==> src/rtl/dm_pkg.sv <==
// Shared encodings for the data-memory access unit: f3 access codes and FSM states.
// The misalignment helper is only referenced when DM_MISALIGN_CHECK_EN is defined.
package dm_pkg;

    localparam logic [2:0] F3_B  = 3'b000;
    localparam logic [2:0] F3_H  = 3'b001;
    localparam logic [2:0] F3_W  = 3'b010;
    localparam logic [2:0] F3_BU = 3'b100;
    localparam logic [2:0] F3_HU = 3'b101;

    typedef enum logic [1:0] {
        S_IDLE = 2'd0,
        S_WAIT = 2'd1,
        S_DONE = 2'd2
    } state_t;

    // Half accesses need an even offset, word accesses need offset 0.
    function automatic logic is_misaligned(input logic [2:0] f3, input logic [1:0] byte_off);
        logic mis;
        mis = 1'b0;
        case (f3)
            F3_H, F3_HU: mis = byte_off[0];
            F3_W:        mis = (byte_off != 2'b00);
            default:     mis = 1'b0;
        endcase
        return mis;
    endfunction

endpackage

==> src/rtl/dm_load_align.sv <==
// Selects the addressed byte/half from a raw memory word and sign- or zero-extends it per f3.
// Unsupported f3 codes produce zero.
module dm_load_align
    import dm_pkg::*;
(
    input  logic [31:0] raw,
    input  logic [2:0]  f3,
    input  logic [1:0]  byte_off,
    output logic [31:0] rdata
);

    logic [7:0]  byte_sel;
    logic [15:0] half_sel;

    always_comb begin
        byte_sel = raw[{byte_off, 3'b000} +: 8];
        half_sel = byte_off[1] ? raw[31:16] : raw[15:0];
        rdata    = 32'h0;
        case (f3)
            F3_B:    rdata = {{24{byte_sel[7]}}, byte_sel};
            F3_H:    rdata = {{16{half_sel[15]}}, half_sel};
            F3_BU:   rdata = {24'h0, byte_sel};
            F3_HU:   rdata = {16'h0, half_sel};
            F3_W:    rdata = raw;
            default: rdata = 32'h0;
        endcase
    end

endmodule

==> src/rtl/dm_access_unit.sv <==
// Load/store unit with a LAT-cycle latched data-memory port; stalls the PC while busy.
// Optional DM_MISALIGN_CHECK_EN: flags misaligned half/word accesses on err and suppresses them.
module dm_access_unit
    import dm_pkg::*;
#(
    parameter int unsigned ADDR_W = 5,
    parameter int unsigned LAT    = 2
) (
    input  logic              clk,
    input  logic              reset,
    input  logic              req,
    input  logic              we,
    input  logic [2:0]        f3,
    input  logic [ADDR_W-1:0] addr,
    input  logic [1:0]        byte_off,
    input  logic [31:0]       wdata,
    output logic [31:0]       rdata,
    output logic              stall,
    output logic              done,
    output logic              err
);

    localparam int unsigned DEPTH = 2 ** ADDR_W;

    state_t            state_q, state_d;
    logic [3:0]        cnt_q, cnt_d;
    logic              we_q;
    logic [2:0]        f3_q;
    logic [ADDR_W-1:0] addr_q;
    logic [1:0]        off_q;
    logic [31:0]       wdata_q;
    logic [31:0]       rdata_q;

    logic [31:0]       mem [DEPTH];
    logic              access;
    logic              mis;
    logic [3:0]        be;
    logic [31:0]       wlanes;
    logic [31:0]       load_val;

    always_comb begin
        state_d = state_q;
        cnt_d   = cnt_q;
        stall   = 1'b0;
        done    = 1'b0;
        access  = 1'b0;
        case (state_q)
            S_IDLE: begin
                stall = req;
                if (req) begin
                    state_d = S_WAIT;
                    cnt_d   = 4'(LAT - 1);
                end
            end
            S_WAIT: begin
                stall = 1'b1;
                if (cnt_q == 4'd0) begin
                    access  = 1'b1;
                    state_d = S_DONE;
                end else begin
                    cnt_d = cnt_q - 4'd1;
                end
            end
            S_DONE: begin
                // req belongs to the retiring instruction here, so it is not re-accepted.
                done    = 1'b1;
                state_d = S_IDLE;
            end
            default: state_d = S_IDLE;
        endcase
    end

`ifdef DM_MISALIGN_CHECK_EN
    assign mis = is_misaligned(f3_q, off_q);
`else
    assign mis = 1'b0;
`endif

    // Store data is replicated across lanes so the byte enables alone pick the target.
    always_comb begin
        be     = 4'b0000;
        wlanes = wdata_q;
        case (f3_q)
            F3_B: begin
                be     = 4'b0001 << off_q;
                wlanes = {4{wdata_q[7:0]}};
            end
            F3_H: begin
                be     = off_q[1] ? 4'b1100 : 4'b0011;
                wlanes = {2{wdata_q[15:0]}};
            end
            F3_W:    be = 4'b1111;
            default: be = 4'b0000;
        endcase
        if (!we_q || mis) begin
            be = 4'b0000;
        end
    end

    always_ff @(posedge clk) begin
        if (reset) begin
            state_q <= S_IDLE;
            cnt_q   <= 4'd0;
            rdata_q <= 32'h0;
        end else begin
            state_q <= state_d;
            cnt_q   <= cnt_d;
            if (state_q == S_IDLE && req) begin
                we_q    <= we;
                f3_q    <= f3;
                addr_q  <= addr;
                off_q   <= byte_off;
                wdata_q <= wdata;
            end
            if (access && (!we_q || mis)) begin
                rdata_q <= mis ? 32'h0 : load_val;
            end
        end
    end

    // No reset on the array; a reset coinciding with the access edge drops the store.
    always_ff @(posedge clk) begin
        if (access && !reset) begin
            for (int i = 0; i < 4; i++) begin
                if (be[i]) begin
                    mem[addr_q][8*i +: 8] <= wlanes[8*i +: 8];
                end
            end
        end
    end

    dm_load_align u_load_align (
        .raw      (mem[addr_q]),
        .f3       (f3_q),
        .byte_off (off_q),
        .rdata    (load_val)
    );

    assign rdata = rdata_q;

`ifdef DM_MISALIGN_CHECK_EN
    logic err_q;

    always_ff @(posedge clk) begin
        if (reset) begin
            err_q <= 1'b0;
        end else begin
            err_q <= access && mis;
        end
    end

    assign err = err_q;
`else
    assign err = 1'b0;
`endif

endmodule

==> config.mk <==
export PLATFORM = sky130hd
export DESIGN_NAME = dm_access_unit
export DESIGN_NICKNAME = d
export VERILOG_FILES = /design/src/rtl/dm_pkg.sv /design/src/rtl/dm_load_align.sv /design/src/rtl/dm_access_unit.sv
export SDC_FILE = /design/constraint.sdc
export NUM_CORES = 1
export LEC_CHECK = 0
export CORE_UTILIZATION = 55
export DETAILED_ROUTE_END_ITERATION = 7
export HOLD_SLACK_MARGIN = 0.1
export PLACE_DENSITY = 0.74
export SETUP_SLACK_MARGIN = 0.5
export SLEW_MARGIN = 10
export SYNTH_ARGS = -nofsm -noshare
export SYNTH_HDL_FRONTEND = slang
export SYNTH_SLANG_ARGS = --single-unit
==> constraint.sdc <==
create_clock -name clk -period 5.57 [get_ports clk]
set_clock_uncertainty 0.1 [all_clocks]
set_input_delay 1.671 -clock clk [delete_from_list [all_inputs] [get_ports clk]]
set_output_delay 1.671 -clock clk [all_outputs]
set_load 0.02 [all_outputs]
==> flow_metrics.tcl <==
set metrics [dict create \
    outcome "complete, no violations" \
    syn_to_final_growth_pct 12.95 \
    arrival_ns 2.90 \
    drt_wl_total_um 115300 \
    p_leak_nw 15.41 \
    switchingPower_mw 4.027 \
    intPower_mw 13.99 \
    finalCriticalPeriod_ns 4.671 \
    startpoint_type "input pin" \
    layout.cells.non_filler 3410 \
    vias_per_cell 6.635 \
    criticalPathCategory "input pin to output port" \
    numPortBuffers 79 \
    synth_edf_count 1067 \
    yosysSeqAreaShare_pct 75.55 \
    wl_met2_um 54470 \
    worst_pin_slew_ns 1.363 \
    routed.top_layer "met5" \
    routed-wl-met3_um 14110 \
    place_congestion 0.9219 \
    num_io_pins 81 \
    async_flop_share_pct 0 \
    slew_headroom_pct 8.937 \
    finalCritPeriodShare_pct 83.87 \
    grt_max_degree 118 \
    drive_above_1_share_pct 21.99 \
    synth_ff_type "edfxtp_1" \
    seqPwrFrac_pct 51.4 \
    cts-root-buf "clkbuf_16" \
    initialDrtViolationCount 3442 \
    antenna_found_initial 4 \
    hpwlAfterDp_um 72320 \
    dr.pass1.iters 8 \
    synthCells 2158 \
    start_util_pct 55.94 \
    clock_latency_ns 0.68 \
    maxSlewViolCount 0 \
    netlist_area_um2 43550 \
    setup_tns_ns 0 \
    worstPathRequired_ns 3.80 \
    die_y_um 283.4 \
    rows 102 \
    core_area_um2 77850 \
    grt_pass1_wl_um 165100 \
    worstPathMaxFanout 3 \
    drc 0 \
    wl_met1_um 41560 \
    hold_class "flip-flop to flip-flop" \
    final_nets 2327 \
    cts_buffers 105 \
    cts_tree "built" \
    rsz0062_at_grt "no" \
    clock.fmax_mhz 214.1 \
    cts_sinks 1110 \
    grt_pass1_vias 22380 \
    syn-num-nets 2206 \
    powerDensity_nw_per_um2 366.2 \
    yosysWarnings 0 \
    cp-end-kind "output port" \
    post_cts_buffers 0 \
    peakVddDrop_mv 0.2616 \
    swShare_pct 22.36 \
    cts.clk_slew.worst_paths_ns 0.06 \
    hold_viol 0 \
    p_clk_share_pct 41.5 \
    track_usage_pct 28.96 \
    setup_viol 0 \
    hold-worst-slack_ns 0.3943 \
    wl_per_cell_um 33.81 \
    synth_area_per_cell_um2 20.18 \
    die_x_um 283.4 \
    grt-ovfl-total 0 \
    pwr-share-comb_pct 7.1 \
    cts_buffer_depth 3 \
    ant_nets 0 \
    cts_resized 0 \
    yosysUniqueCellTypes 62 \
    synth_seq_cells 1110 \
    dp.cells 3212 \
    final_common_cell "edfxtp_1" \
    final_util_pct 63.18 \
    final_cell_mix "edfxtp_1 (1067), mux4_2 (245), nor2_1 (171)" \
    drv_cap 0 \
    num_vias 22630 \
    ctsHtreeMaxLevel 3 \
    finalPower_mw 18.01 \
    hold_buffers 0 \
    die-area_um2 80310 \
]
==> logic make-up after synthesis <==
kind of cell	after synthesis	share of synthesized area, %
flops	1110	75.55
mux	398	16.31
simple gates	331	3.258
compound gates	190	3.091
buf+inv	124	1.681
fa+ha+maj	2	0.05745
xor+xnor	2	0.04023
other cells	1	0.008611
==> per-stage QoR <==
step,instance area (µm²),setup slack [ns]
global placement,45550,0.8543
floorplan,43550,0.9858
finish,49190,0.8985
CTS,49190,0.8911
global route,49190,0.8239
detailed placement,45550,0.8459
==> sequential cells by signal, summed over array words and instances (netlist names), named ones only <==
register,count
wdata_q,32
cnt_q,4
rdata,32
mem,1024
off_q,2
f3_q,3
state_q,2
we_q,1
addr_q,5
==> cell usage after synthesis (2+ instances only) <==
master    count  area (µm²)
edfxtp_1   1067       32040
mux4_2      245        5518
nor2_1      174       653.1
mux2i_1     130        1301
nand2_1      95       356.6
a22oi_1      55       412.9
a21oi_1      52       260.3
clkbuf_1     43       161.4
dfxtp_1      43       860.8
buf_2        30       150.1
mux2_2       21       236.5
buf_4        19       142.6
a221oi_1     18       157.7
a31oi_1      16       100.1
buf_6        16       180.2
o211ai_1     14       105.1
a32o_1       12       120.1
nand3_1      10       50.05
nor2b_1      10       62.56
a32oi_1       7       61.31
buf_1         7       26.28
nand2b_1      7       43.79
nor3b_1       6       45.04
and2_1        5       31.28
nor3_1        5       25.02
nor4_1        4       25.02
inv_1         3       11.26
o21ai_0       3       15.01
o21ai_1       3       15.01
and3_1        2       12.51
and3b_1       2       17.52
buf_12        2       40.04
ha_1          2       25.02
or4_4         2       22.52
==> routing by layer <==
layer,global-route usage (%),vias up
met1,40.15,11530
met5,0,-
met3,7.299,243
li1,-,9133
met4,11.36,6
met2,44.64,1715
==> critical path: stages <==
cell             delay [ns]
clkdlybuf4s50_1        0.49
nor2_1                 0.05
nor2_1                 0.08
clkdlybuf4s50_1        0.61
==> worst paths after layout <==
check / slack (ns) / cells after the start / from / endpoint
worst max-delay path: 0.90 / 4 / req / stall
worst min-delay path: 0.39 / 2 / rdata[15] / rdata[15]
worst max register to register: 1.52 / 7 / flip-flop / rdata[17]
worst min register to register: 0.39 / 2 / rdata[15] / rdata[15]
==> power groups by stage <==
stage | clock network [mW] | registers (mW) | logic, mW
3_3_place_gp | 0 | 9.43 | 1.23
2_1_floorplan | 0 | 9.41 | 0.793
4_1_cts | 7.52 | 9.26 | 1.25
6_report | 7.48 | 9.26 | 1.27
5_1_grt | 7.83 | 9.26 | 1.31
3_5_place_dp | 0 | 9.44 | 1.25
==> cell type report <==
type                            instances  area, µm²
Sequential cell                      1110      32910
Fill cell                            5077      28660
Multi-Input combinational cell        924      10070
Clock buffer                          119       2701
Tap cell                             1040       1301
Timing Repair Buffer                  133       1246
Clock inverter                         78      937.1
Inverter                                5      20.02
Antenna cell                            1      2.502
Note: power is estimated with default switching activity, not from simulation.
